$ cat src/rtl/decade_rr_arbiter_pkg.sv
// Shared definitions for the decade round-robin arbiter: FSM encoding,
// pointer width and small slot-vector helpers.
package decade_rr_arbiter_pkg;

  localparam int PTR_W = 4;

  typedef enum logic [1:0] {
    ST_SCAN  = 2'd0,
    ST_GRANT = 2'd1,
    ST_GAP   = 2'd2
  } arb_state_t;

  // Out-of-range slot indices read as 0 because the vector is zero-extended to 16 bits.
  function automatic logic slot_bit(input logic [15:0] vec, input logic [PTR_W-1:0] idx);
    return vec[idx];
  endfunction

  function automatic logic [15:0] slot_onehot(input logic [PTR_W-1:0] idx);
    return 16'd1 << idx;
  endfunction

endpackage

$ cat src/rtl/decade_ptr.sv
// Mod-N scan pointer with step enable and a registered wrap pulse on the
// N-1 -> 0 step; an illegal count (>= N) is forced back to 0.
module decade_ptr
  import decade_rr_arbiter_pkg::*;
#(
  parameter int N = 10
) (
  input  logic             clk,
  input  logic             rst,
  input  logic             step,
  output logic [PTR_W-1:0] count,
  output logic             wrap
);

  localparam logic [PTR_W-1:0] LAST  = PTR_W'(N - 1);
  localparam logic [PTR_W-1:0] LIMIT = PTR_W'(N);

  logic [PTR_W-1:0] count_r;
  logic             wrap_r;

  // Pointer register and wrap pulse.
  always_ff @(posedge clk) begin
    if (rst) begin
      count_r <= {PTR_W{1'b0}};
      wrap_r  <= 1'b0;
    end else if (count_r >= LIMIT) begin
      count_r <= {PTR_W{1'b0}};
      wrap_r  <= 1'b0;
    end else if (step) begin
      if (count_r == LAST) begin
        count_r <= {PTR_W{1'b0}};
        wrap_r  <= 1'b1;
      end else begin
        count_r <= count_r + PTR_W'(1);
        wrap_r  <= 1'b0;
      end
    end else begin
      wrap_r <= 1'b0;
    end
  end

  assign count = count_r;
  assign wrap  = wrap_r;

endmodule

$ cat src/rtl/decade_rr_arbiter.sv
// Round-robin time-slot arbiter: scan pointer stops on a requesting slot,
// grants it one-hot for at most MAX_HOLD cycles, then idles one cycle.
module decade_rr_arbiter
  import decade_rr_arbiter_pkg::*;
#(
  parameter int N_REQ    = 10,
  parameter int MAX_HOLD = 8,
  parameter int HOLD_W   = 8
) (
  input  logic             clk,
  input  logic             rst,
  input  logic             inhibit,
  input  logic [N_REQ-1:0] req,
  input  logic [N_REQ-1:0] done,
  output logic [N_REQ-1:0] grant,
  output logic             grant_vld,
  output logic [3:0]       grant_idx,
  output logic [3:0]       ptr,
  output logic             wrap,
  output logic             timeout
);

  localparam logic [HOLD_W-1:0] HOLD_MAX = HOLD_W'(MAX_HOLD);

  arb_state_t        state_r, state_nx_s;
  logic [N_REQ-1:0]  grant_r, grant_nx_s;
  logic              vld_r;
  logic [PTR_W-1:0]  idx_r, idx_nx_s;
  logic [HOLD_W-1:0] hold_r, hold_nx_s;
  logic              timeout_r, timeout_nx_s;
  logic              step_s;
  logic [PTR_W-1:0]  ptr_s;
  logic              wrap_s;
  logic              req_at_ptr_s;
  logic              req_g_s;
  logic              done_g_s;
  logic              at_max_s;

  decade_ptr #(.N(N_REQ)) u_ptr (
    .clk   (clk),
    .rst   (rst),
    .step  (step_s),
    .count (ptr_s),
    .wrap  (wrap_s)
  );

  assign req_at_ptr_s = slot_bit(16'(req), ptr_s);
  assign req_g_s      = slot_bit(16'(req), idx_r);
  assign done_g_s     = slot_bit(16'(done), idx_r);
  assign at_max_s     = (hold_r == HOLD_MAX);

  // Next-state, grant decode, hold counter and pointer-step decisions.
  always_comb begin
    state_nx_s   = state_r;
    grant_nx_s   = grant_r;
    idx_nx_s     = idx_r;
    hold_nx_s    = hold_r;
    timeout_nx_s = 1'b0;
    step_s       = 1'b0;
    case (state_r)
      ST_SCAN: begin
        if (inhibit) begin
          state_nx_s = ST_SCAN;
        end else if (req_at_ptr_s) begin
          state_nx_s = ST_GRANT;
          grant_nx_s = N_REQ'(slot_onehot(ptr_s));
          idx_nx_s   = ptr_s;
          hold_nx_s  = HOLD_W'(1);
        end else begin
          step_s = 1'b1;
        end
      end
      ST_GRANT: begin
        if (done_g_s || !req_g_s || at_max_s) begin
          state_nx_s   = ST_GAP;
          grant_nx_s   = {N_REQ{1'b0}};
          timeout_nx_s = at_max_s && !done_g_s && req_g_s;
        end else if (at_max_s) begin
          hold_nx_s = hold_r;
        end else begin
          hold_nx_s = hold_r + HOLD_W'(1);
        end
      end
      ST_GAP: begin
        // Step past the served slot so it is re-scanned last.
        step_s     = 1'b1;
        state_nx_s = ST_SCAN;
      end
      default: begin
        state_nx_s = ST_SCAN;
        grant_nx_s = {N_REQ{1'b0}};
        hold_nx_s  = {HOLD_W{1'b0}};
      end
    endcase
  end

  // FSM state and registered outputs.
  always_ff @(posedge clk) begin
    if (rst) begin
      state_r   <= ST_SCAN;
      grant_r   <= {N_REQ{1'b0}};
      vld_r     <= 1'b0;
      idx_r     <= {PTR_W{1'b0}};
      hold_r    <= {HOLD_W{1'b0}};
      timeout_r <= 1'b0;
    end else begin
      state_r   <= state_nx_s;
      grant_r   <= grant_nx_s;
      vld_r     <= |grant_nx_s;
      idx_r     <= idx_nx_s;
      hold_r    <= hold_nx_s;
      timeout_r <= timeout_nx_s;
    end
  end

  assign grant     = grant_r;
  assign grant_vld = vld_r;
  assign grant_idx = idx_r;
  assign ptr       = ptr_s;
  assign wrap      = wrap_s;
  assign timeout   = timeout_r;

endmodule

$ cat config.mk
export PLATFORM = sky130hd
export DESIGN_NAME = decade_rr_arbiter
export DESIGN_NICKNAME = d
export VERILOG_FILES = /design/src/rtl/decade_rr_arbiter_pkg.sv /design/src/rtl/decade_ptr.sv /design/src/rtl/decade_rr_arbiter.sv
export SDC_FILE = /design/constraint.sdc
export NUM_CORES = 1
export LEC_CHECK = 0
export ABC_AREA = 0
export BUFFER_PORTS_ARGS = -buffer_cell sky130_fd_sc_hd__buf_4
export CORE_ASPECT_RATIO = 1.25
export CORE_MARGIN = 2
export CORE_UTILIZATION = 52
export CTS_CLUSTER_SIZE = 10
export DETAILED_ROUTE_END_ITERATION = 7
export GPL_ROUTABILITY_DRIVEN = 0
export GPL_TIMING_DRIVEN = 1
export PLACE_DENSITY = 0.79
export SLEW_MARGIN = 20
export SYNTH_ARGS = -nofsm -noshare
export SYNTH_HDL_FRONTEND = slang
export SYNTH_SLANG_ARGS = --single-unit
$ cat constraint.sdc
create_clock -name clk -period 3.7 [get_ports clk]
set_input_delay 1.11 -clock clk [delete_from_list [all_inputs] [get_ports clk]]
set_output_delay 1.11 -clock clk [all_outputs]
set_load 0.05 [all_outputs]
==> impl_results.html <==
<table>
<tr><th>Metric</th><th>Value</th></tr>
<tr><th colspan="2">Routing</th></tr>
<tr><td>Final routed DRC violation total</td><td>0</td></tr>
<tr><td>Number of DRC markers in iteration 0</td><td>51</td></tr>
<tr><td>Number of vias per cell after detailed routing</td><td>6.00</td></tr>
<tr><td>Topmost layer with routed signal wires</td><td>met4</td></tr>
<tr><td>Sum of met3 wire segment lengths after detailed routing</td><td>256 µm</td></tr>
<tr><td>Routed metal-1 wire length</td><td>1930 µm</td></tr>
<tr><td>Met2 Wirelength</td><td>2020 µm</td></tr>
<tr><td>Post-route antenna net violation count</td><td>0</td></tr>
<tr><td>First-pass DRT Iterations</td><td>4</td></tr>
<tr><td>Routed wire per std cell</td><td>around 15 µm</td></tr>
<tr><td>Final Routed Wirelength</td><td>~4300 µm</td></tr>
<tr><td>Count of vias placed by the detailed router</td><td>~1.7k</td></tr>
<tr><th colspan="2">Synthesis</th></tr>
<tr><td>Post-Syn Nets</td><td>226</td></tr>
<tr><td>Dominant cell type by area after synthesis</td><td>dfxtp_1</td></tr>
<tr><td>Synth cell types</td><td>48</td></tr>
<tr><td>Flip-flop cell with the highest count after synthesis</td><td>dfxtp_1</td></tr>
<tr><td>Yosys synthesis warning count</td><td>0</td></tr>
<tr><td>Post-synth top area share</td><td>36.5%</td></tr>
<tr><td>Mux cell area share after synthesis</td><td>4.71%</td></tr>
<tr><td>Synth Cell Area</td><td>0.00170 mm²</td></tr>
<tr><td>Sequential cell area fraction in the yosys report</td><td>between 30% and 40%</td></tr>
<tr><td>Post-synth EDFFs</td><td>0</td></tr>
<tr><td>Largest family of logic cells by synthesized area</td><td>simple AND/OR/NAND/NOR gates</td></tr>
<tr><td>Most instantiated cells after synthesis</td><td>31 x dfxtp_1, 28 x nor2_1, 12 x a21oi_1</td></tr>
<tr><td>#FFs+latches synth</td><td>31</td></tr>
<tr><td>Complex-gate fraction of the synthesized area</td><td>between 20% and 30%</td></tr>
<tr><td>Gate Count Post-Synth</td><td>between 150 and 200</td></tr>
<tr><td>Count leader, synth</td><td>dfxtp_1</td></tr>
<tr><td>Basic-gate share of the synthesized area counting and, or, nand and nor cells</td><td>between 20% and 30%</td></tr>
<tr><td>Adder-cell share of the synthesized area</td><td>2.94%</td></tr>
<tr><td>Average size of a mapped cell</td><td>~8.5 µm²</td></tr>
<tr><td>Share of the synthesized netlist area taken by xor and xnor gates</td><td>less than 1%</td></tr>
<tr><td>Share of synthesized flip-flops with an asynchronous set or reset</td><td>0%</td></tr>
<tr><td>Ranking of synthesized cells by area</td><td>dfxtp_1 36%, nor2_1 6.2%, mux2i_1 4.7%</td></tr>
<tr><th colspan="2">Critical path</th></tr>
<tr><td>Delay contributed by the slowest stage of the critical path</td><td>590 ps</td></tr>
<tr><td>Largest fanout on the critical path</td><td>13</td></tr>
<tr><td>Register-to-register path setup slack</td><td>970 ps</td></tr>
<tr><td>Cell Chain, Critical Path</td><td>buf_4 &gt; nor3b_1 &gt; o21ai_0 &gt; a211oi_1 &gt; a31oi_1 &gt; or4_1 &gt; a21oi_1</td></tr>
<tr><td>Data arrival time at the worst-slack endpoint</td><td>3130 ps</td></tr>
<tr><td>Max stage delay cell, worst path</td><td>or4_1</td></tr>
<tr><td>WP data required</td><td>3920 ps</td></tr>
<tr><td>Launching element type of the critical path</td><td>primary input</td></tr>
<tr><td>Worst Setup Path Type</td><td>in -&gt; reg</td></tr>
<tr><td>Kind of capture point of the worst setup path</td><td>flip-flop</td></tr>
<tr><th colspan="2">Clock network</th></tr>
<tr><td>CTS clk-pin slew, worst paths</td><td>70 ps</td></tr>
<tr><td>Post-CTS Setup Bufs</td><td>0</td></tr>
<tr><td>Clock Sink Count</td><td>31</td></tr>
<tr><td>Number of levels the H-tree was split into</td><td>2</td></tr>
<tr><td>Clock tree from TritonCTS</td><td>built</td></tr>
<tr><td>Worst-Skew Late Latency</td><td>290 ps</td></tr>
<tr><td>Number of gates resized after cts</td><td>0</td></tr>
<tr><td>Total clock buffers created by CTS</td><td>5</td></tr>
<tr><td>Clock tree root buffer cell</td><td>clkbuf_8</td></tr>
<tr><td>Maximum buffer depth of the clock tree</td><td>2</td></tr>
<tr><td>CTS Hold Bufs</td><td>0</td></tr>
<tr><th colspan="2">Floorplan</th></tr>
<tr><td>Standard-cell row count</td><td>23</td></tr>
<tr><td>Die footprint</td><td>~0.0037 mm²</td></tr>
<tr><td>Number of top-level design ports</td><td>between 40 and 50</td></tr>
<tr><td>Total core area</td><td>0.00317 mm²</td></tr>
<tr><td>Initial core utilization</td><td>a little over half</td></tr>
<tr><td>Width of the die</td><td>55.1 µm</td></tr>
<tr><td>Floorplan die height</td><td>around 68 µm</td></tr>
<tr><th colspan="2">STA</th></tr>
<tr><td>Slew headroom</td><td>43.3%</td></tr>
<tr><td>Count of final setup violators</td><td>0</td></tr>
<tr><td>Fin crit share</td><td>78.6%</td></tr>
<tr><td>Hold violation count in the final report</td><td>0</td></tr>
<tr><td>Number of max-slew violations in the final report</td><td>0</td></tr>
<tr><td>Actual slew at the worst max-slew pin</td><td>847 ps</td></tr>
<tr><td>RSZ-0062 raised after global routing</td><td>false</td></tr>
<tr><td>Post-route worst setup slack</td><td>791 ps</td></tr>
<tr><td>Post-layout minimum cycle time</td><td>slightly below 3000 ps</td></tr>
<tr><td>Setup_tns</td><td>0 ps</td></tr>
<tr><td>Post-Route Skew</td><td>8.12 ps</td></tr>
<tr><td>Peak Freq</td><td>around 340 MHz</td></tr>
<tr><th colspan="2">Global routing</th></tr>
<tr><td>Largest net degree at the start of global routing</td><td>17</td></tr>
<tr><td>Total overflow reported by the global router</td><td>0</td></tr>
<tr><td>Via count of the first global-routing pass</td><td>1,475</td></tr>
<tr><td>Number of antenna violations at the first check in global routing</td><td>0</td></tr>
<tr><td>GRT Util Overall</td><td>25.9%</td></tr>
<tr><td>Wire length of the first global-routing pass</td><td>roughly 7000 µm</td></tr>
<tr><th colspan="2">Place</th></tr>
<tr><td>Dpl hpwl</td><td>3010 µm</td></tr>
<tr><td>Dpl ws</td><td>roughly 500 ps</td></tr>
<tr><td>Post-placement cell area</td><td>0.00203 mm²</td></tr>
<tr><td>Buffers on Ports</td><td>43</td></tr>
<tr><th colspan="2">Flow run</th></tr>
<tr><td>Max_cap viols</td><td>0</td></tr>
<tr><th colspan="2">Final layout</th></tr>
<tr><td>Antenna diode count</td><td>0</td></tr>
<tr><td>Signed area change from the synthesized netlist to the final layout</td><td>25.6%</td></tr>
<tr><td>Layout Nets</td><td>268</td></tr>
<tr><td>Filler cell count in the final layout</td><td>267</td></tr>
<tr><td>Layout cells sized above 1</td><td>25.2%</td></tr>
<tr><td>Post-layout instance area</td><td>0.00214 mm²</td></tr>
<tr><th colspan="2">Run status</th></tr>
<tr><td>Outcome</td><td>finished clean</td></tr>
<tr><th colspan="2">Hold path</th></tr>
<tr><td>Worst hold path class</td><td>reg -&gt; reg</td></tr>
<tr><th colspan="2">Pwr</th></tr>
<tr><td>VDD IR max</td><td>around 0.30 mV</td></tr>
<tr><td>P_leak</td><td>0.847 nW</td></tr>
<tr><td>Power density relative to cell area</td><td>421 mW/mm²</td></tr>
</table>
==> final cells by class <==
| cell class | instances | area [µm²] | area share, % |
|---|---|---|---|
| multi-input combinational | 149 | 993 | 46.5 |
| tap | 37 | 46.3 | 2.17 |
| sequential | 31 | 621 | 29.1 |
| clock inverter | 1 | 7.51 | 0.351 |
| inverter | 9 | 33.8 | 1.58 |
| timing repair buffer | 45 | 338 | 15.8 |
| clock buffer | 7 | 96.3 | 4.51 |
==> critical path: cells and delay by family <==
kind	cells	cell delay (ps)
AO/OA/AOI/OAI	4	1150
buffers and inverters	1	110
AND/OR/NAND/NOR	2	770
==> where the power goes <==
| part | internal (W) | total, W | leakage [nW] | switching (W) |
|---|---|---|---|---|
| combinational | 0.0000869 | 0.000225 | 0.545 | 0.000138 |
| clock | 0.000169 | 0.000303 | 0.0505 | 0.000134 |
| sequential | 0.000348 | 0.000371 | 0.251 | 0.0000236 |
| total | 0.000604 | 0.000900 | 0.847 | 0.000296 |
==> layer usage <==
| layer | up-vias | global-route usage, % |
|---|---|---|
| li1 | 836 | - |
| met1 | 766 | 34.4 |
| met2 | 66 | 39.7 |
| met3 | 6 | 5.24 |
| met4 | 0 | 12.5 |
| met5 | - | 0 |
==> cell usage in the layout (no fill, tap or decap), types with 3 or more instances in the layout <==
master,n
or3_1,7
dfxtp_1,31
ha_1,4
a22oi_1,4
o21ai_0,6
clkbuf_8,7
a21oi_1,12
or4_1,5
nor3_1,6
nand2_1,5
mux2i_1,8
nand3_1,6
nor2_1,28
o31ai_1,4
nor2b_1,3
inv_1,9
a32oi_1,8
buf_4,45
nand2b_1,8
==> path summary, 6_finish.rpt <==
kind / from / end / cells after the start
worst min register to register: hold_r[7]$_SDFFE_PP0P_ / hold_r[7]$_SDFFE_PP0P_ / 2
worst min-delay path: hold_r[7]$_SDFFE_PP0P_ / hold_r[7]$_SDFFE_PP0P_ / 2
worst max-delay path: done[8] / hold_r[3]$_SDFFE_PP0P_ / 7
worst max register to register: u_ptr.count[1]$_SDFFE_PP0P_ / hold_r[7]$_SDFFE_PP0P_ / 6
==> sequential cells by signal (all words and copies together) (netlist names) <==
register	cells
u_ptr.wrap	1
grant	10
state_r	2
hold_r	8
u_ptr.count	4
grant_idx	4
grant_vld	1
timeout	1
==> through the flow <==
stage / instances / hold slack [ps] / power (W) / utilization (%)
final: 279 / 484 / 0.000900 / 67.5
after global routing: 279 / 515 / 0.000934 / 67.5
after CTS: 279 / 489 / 0.000902 / 67.5
after detailed placement: 271 / 474 / 0.000601 / 64.2
after global placement: 271 / 470 / 0.000600 / 64.2
after floorplan: 199 / 452 / 0.000533 / -
==> cell families (layout without fill, tap and decap cells) <==
group | Yosys count | count (layout)
compound gates | 56 | 56
xor+xnor | 1 | 1
simple gates | 80 | 80
fa+ha+maj | 4 | 4
flops | 31 | 31
mux | 8 | 8
buf+inv | 19 | 62
No activity file was read; power rests on OpenSTA's default activity.
